`src/rtl/program_counter.sv`:
```
// program_counter: fetch-address sequencer sitting directly in front of the
// instruction memory. Handles sequential fetch, PC-relative branches,
// absolute jumps, stalls with a pending-redirect slot, and a clean halt when
// the next address would leave the loaded program.
// Optional: define PC_PERF_COUNT_EN to add the 16-bit fetch_count output.
module program_counter #(
  parameter int                    ADDR_WIDTH = 4,
  parameter logic [ADDR_WIDTH-1:0] RESET_ADDR = '0,
  parameter logic [ADDR_WIDTH-1:0] LAST_ADDR  = ADDR_WIDTH'(8)
) (
  input  logic                  clock,
  input  logic                  reset,
  input  logic                  stall,
  input  logic                  branch_taken,
  input  logic [ADDR_WIDTH-1:0] branch_offset,
  input  logic                  jump,
  input  logic [ADDR_WIDTH-1:0] jump_target,
  output logic [ADDR_WIDTH-1:0] address,
  output logic [ADDR_WIDTH-1:0] pc_plus_one,
  output logic                  address_valid,
  output logic                  halted
`ifdef PC_PERF_COUNT_EN
  ,
  output logic [15:0]           fetch_count
`endif
);

  typedef enum logic [1:0] {S_START, S_RUN, S_STALLED, S_HALT} state_t;

  // Redirect held across a stall; the target is stored as an absolute
  // address so a branch is resolved against the (held) address at capture.
  typedef struct packed {
    logic                  vld;
    logic [ADDR_WIDTH-1:0] tgt;
  } redir_t;

  state_t                state_q, state_d;
  logic [ADDR_WIDTH-1:0] addr_d;
  redir_t                pend_q, pend_d, cap;
  logic [ADDR_WIDTH:0]   inc;
  logic [ADDR_WIDTH-1:0] br_tgt, live_tgt, rel_tgt;
  logic                  live_halt, rel_halt;

  // Live-input next address: jump > branch > increment, plus halt check.
  // Only a plain increment can carry out; redirects wrap modulo 2^W.
  always_comb begin
    inc         = {1'b0, address} + (ADDR_WIDTH+1)'(1);
    pc_plus_one = inc[ADDR_WIDTH-1:0];
    br_tgt      = pc_plus_one + branch_offset;
    cap.vld     = jump | branch_taken;
    cap.tgt     = jump ? jump_target : br_tgt;
    if (jump) begin
      live_tgt  = jump_target;
      live_halt = jump_target > LAST_ADDR;
    end else if (branch_taken) begin
      live_tgt  = br_tgt;
      live_halt = br_tgt > LAST_ADDR;
    end else begin
      live_tgt  = pc_plus_one;
      live_halt = inc[ADDR_WIDTH] | (pc_plus_one > LAST_ADDR);
    end
  end

  // Next-state / next-address decode; a pending redirect beats live inputs
  // on the cycle the stall drops.
  always_comb begin
    state_d  = state_q;
    addr_d   = address;
    pend_d   = pend_q;
    rel_tgt  = pend_q.vld ? pend_q.tgt : live_tgt;
    rel_halt = pend_q.vld ? (pend_q.tgt > LAST_ADDR) : live_halt;
    case (state_q)
      S_START: state_d = S_RUN;
      S_RUN: begin
        if (stall) begin
          state_d = S_STALLED;
          pend_d  = cap;
        end else if (live_halt) begin
          state_d = S_HALT;
        end else begin
          addr_d  = live_tgt;
        end
      end
      S_STALLED: begin
        if (stall) begin
          if (cap.vld) pend_d = cap;
        end else begin
          pend_d  = '0;
          state_d = rel_halt ? S_HALT : S_RUN;
          if (!rel_halt) addr_d = rel_tgt;
        end
      end
      S_HALT: state_d = S_HALT;
    endcase
  end

  // State, fetch address and pending-redirect registers; reset wins.
  always_ff @(posedge clock) begin
    if (reset) begin
      state_q <= S_START;
      address <= RESET_ADDR;
      pend_q  <= '0;
    end else begin
      state_q <= state_d;
      address <= addr_d;
      pend_q  <= pend_d;
    end
  end

  assign address_valid = (state_q == S_RUN) || (state_q == S_STALLED);
  assign halted        = (state_q == S_HALT);

`ifdef PC_PERF_COUNT_EN
  // Count advancing fetches; saturates, and stops naturally once halted.
  always_ff @(posedge clock) begin
    if (reset)                                           fetch_count <= '0;
    else if (address_valid && !stall && fetch_count != 16'hFFFF) fetch_count <= fetch_count + 16'd1;
  end
`endif

endmodule

```
`config.mk`:
```
export PLATFORM = sky130hd
export DESIGN_NAME = program_counter
export DESIGN_NICKNAME = d
export VERILOG_FILES = /design/src/rtl/program_counter.sv
export SDC_FILE = /design/constraint.sdc
export NUM_CORES = 1
export LEC_CHECK = 0
export ABC_AREA = 1
export CAP_MARGIN = 20
export CORE_UTILIZATION = 53
export DETAILED_ROUTE_END_ITERATION = 10
export PLACE_DENSITY = 0.84
export SYNTH_ARGS = -nofsm -noshare
export SYNTH_HDL_FRONTEND = slang
export SYNTH_SLANG_ARGS = --single-unit
```
`constraint.sdc`:
```
create_clock -name clock -period 6 [get_ports clock]
set_input_delay 0.6 -clock clock [delete_from_list [all_inputs] [get_ports clock]]
set_output_delay 0.6 -clock clock [all_outputs]
set_load 0.03 [all_outputs]
```
==> results.sh <==
export IMPL_status="finished, final reports clean"
export IMPL_vias_per_cell=5.57
export IMPL_fin_crit_sh_pct=41.6
export IMPL_setup_ws_ps=3510
export IMPL_synthDistinctLibCells=28
export IMPL_combPwrFrac_pct=71.9
export IMPL_r2r_slack_ps=3590
export IMPL_critical_path_class="flop to output port"
export IMPL_core_area_mm2=0.00175
export IMPL_fin_crit_ps=2490
export IMPL_cp_end_kind="output port"
export IMPL_clock_latency_ps=280
export IMPL_firstDrtPassIters=6
export IMPL_intPower_mw=0.331
export IMPL_switching_power_mw=0.371
export IMPL_seq_power_share_pct=20.9
export IMPL_cts_setup_buffers=0
export IMPL_cp_arrival_ps=1890
export IMPL_synth_seq_cells=11
export IMPL_skew_ps=4.47
export IMPL_leakage_nw=0.562
export IMPL_grt_max_degree=11
export IMPL_synth_async_reset_ratio_pct=0
export IMPL_die_w_um=45.5
export IMPL_finish_instance_area_mm2=0.00127
export IMPL_synth_edf_count=0
export IMPL_cts_sinks=11
export IMPL_synth_top_area_share_pct=22.0
export IMPL_synth_compound_area_share_pct=17.5
export IMPL_h_tree_depth=1
export IMPL_cp_startpoint="address[0]"
export IMPL_worstPathMaxFanout=7
export IMPL_ys_seq_area_share_pct=22.0
export IMPL_yosys_area_share_adder_pct=12.0
export IMPL_reg2regPathDepth=15
export IMPL_wl_per_cell_um=12.5
export IMPL_cp_slowest_cell="clkdlybuf4s50_1"
export IMPL_die_height_um=45.5
export IMPL_place_area_mm2=0.00124
export IMPL_setup_viol=0
export IMPL_r2r_end="address[3]"
export IMPL_final_util_pct=72.8
export IMPL_hp_class="flop to flop"
export IMPL_core_rowCount=15
export IMPL_port_buffers=22
export IMPL_whs_ps=484
export IMPL_crit_chain="ha_1 -> or2_1 -> nand2_1 -> inv_1 -> clkdlybuf4s50_1"
export IMPL_hold_depth=2
export IMPL_reg2reg_from="address[0]"
export IMPL_drc=0
export IMPL_irDropWorstVdd_mv=0.276
export IMPL_fin_tns_setup_ps=0
export IMPL_initial_core_util_pct=57.3
export IMPL_synth_nets=165
export IMPL_postRouteAntennaNets=0
export IMPL_drive_above_1_share_pct=13.1
export IMPL_grt_usage_pct=27.3
export IMPL_ys_flop_type="dfxtp_1"
export IMPL_cts_made_buffers=3
export IMPL_total_power_mw=0.702
export IMPL_synthSimpleGateAreaFrac_pct=41.6
export IMPL_worst_pin_slew_ps=348
export IMPL_n_antenna_cell=0
export IMPL_avgSynthCellArea_um2=7.00
export IMPL_dp_cells=189
export IMPL_yosys_warnings=0
export IMPL_max_freq_mhz=401
export IMPL_num_fill_cells=166
export IMPL_clk_pin_slew_worst_paths_ps=70
export IMPL_hold_start="pend_q[0]"
export IMPL_synthXorXnorAreaFrac_pct=0.875
export IMPL_dpl_hpwl_mm=1.95
export IMPL_layout_cells_non_filler=193
export IMPL_hold_violations=0
export IMPL_max_slew_margin_pct=76.8
export IMPL_gp_congestion=0.903
export IMPL_cts_resized=0
export IMPL_hold_buffers=0
export IMPL_grt_pass1_vias=963
export IMPL_power_density_mw_per_mm2=552
export IMPL_synthCells=143
export IMPL_synth_area_leaders="dfxtp_1 22%, nand2_1 13%, ha_1 10%"
export IMPL_vias=1075
export IMPL_overflow=0
export IMPL_clockBufferDepth=2
export IMPL_cp_required_ps=5400
export IMPL_slowest_delay_ps=670
export IMPL_syn_area_mm2=0.00100
export IMPL_grt_setup_unrepaired="no"
export IMPL_synth_top_family_by_area="simple AND/OR/NAND/NOR gates"
export IMPL_fin_nets=191
export IMPL_root_buffer="clkbuf_4"
export IMPL_drtIter0Drc=19
export IMPL_io_pin_count=23
export IMPL_synthMuxAreaShare_pct=0
export IMPL_wl_mm=2.41
export IMPL_slew_viol_final=0
export IMPL_cts_tree="yes"
export IMPL_yosys_area_top_type="dfxtp_1"
export IMPL_start_kind="flop"
export IMPL_dieArea_mm2=0.00207
export IMPL_area_delta_synth_final_pct=27.0
export IMPL_pwr_share_clk_pct=7.2
export IMPL_p_sw_share_pct=52.9
export IMPL_grt_first_pass_wirelength_mm=3.97
export IMPL_min_to="pend_q[0]"
export IMPL_antenna_found_initial=0
export IMPL_drv_cap=0
export IMPL_pre_cts_ws_ps=3360
## how the worst max path moves through the flow
stage,slack (ps),endpoint,depth (start not counted)
floorplan,3520,address[0],15
global placement,3440,address[3],11
detailed placement,3360,address[2],11
CTS,3460,pc_plus_one[2],5
global route,3370,address[2],15
finish,3510,pc_plus_one[2],5
## synthesized netlist by cell type, drive strengths merged (2+ instances only)
master / instances
a21oi: 15
dfxtp: 11
ha: 8
inv: 13
nand2: 42
nand3: 20
nor2: 12
nor3: 3
o21ai: 4
o22ai: 2
o31ai: 2
## layout by cell type (no fill, tap or decap)
master / instances
clkdlybuf4s50_1: 22
inv_1: 9
nand2_1: 35
a31oi_1: 1
dfxtp_1: 11
fa_1: 1
nand2_2: 4
a21boi_2: 1
nand3_1: 15
nand3_2: 2
o32ai_1: 1
o21ai_0: 4
nand2_4: 3
or2_1: 1
o22ai_1: 2
nand4_1: 1
clkbuf_4: 3
nor4_1: 1
nor3_1: 3
nor2_1: 12
xnor2_1: 1
ha_1: 8
a21oi_1: 14
clkinv_1: 1
inv_2: 4
clkbuf_1: 1
nand3_4: 3
o31ai_1: 2
a21oi_4: 1
o221ai_2: 1
## registers in the layout, summed over array words and instances, names as in the netlist
signal,cells
address,4
pend_q,5
state_q,2
## final cells by class
type                            count  area (um2)  share of cell area [%]
Multi-Input combinational cell    117         721                    56.7
Sequential cell                    11         220                    17.3
Timing Repair Buffer               22         220                    17.3
Inverter                           14        52.6                    4.13
Tap cell                           25        31.3                    2.46
Clock buffer                        4        26.3                    2.07
## power groups by stage
stage | clock, mW | combinational (mW) | sequential [mW]
floorplan | 0 | 0.341 | 0.161
global placement | 0 | 0.485 | 0.147
detailed placement | 0 | 0.500 | 0.147
CTS | 0.0525 | 0.503 | 0.147
global route | 0.0558 | 0.551 | 0.152
finish | 0.0502 | 0.505 | 0.147
## metal layers
metal  wire length, um  track usage, %  vias to the layer above
met3               161            7.14                       15
met5                 0               0                        -
met1              1010            32.8                      471
met4               132            13.3                        0
li1                  -               -                      539
met2              1110            44.6                       50
## logic make-up after synthesis
| logic type | Yosys count |
|---|---|
| compound gates | 27 |
| xor+xnor | 1 |
| fa+ha+maj | 9 |
| buf+inv | 15 |
| flops | 11 |
| simple gates | 80 |
## worst max-delay path: cells and delay by family, from the launching register on
kind / cells / cell delay (ps)
flops: 1 / 480
simple gates: 2 / 160
fa+ha+maj: 1 / 230
buf+inv: 2 / 740
No activity file was read; power rests on OpenSTA's default activity.
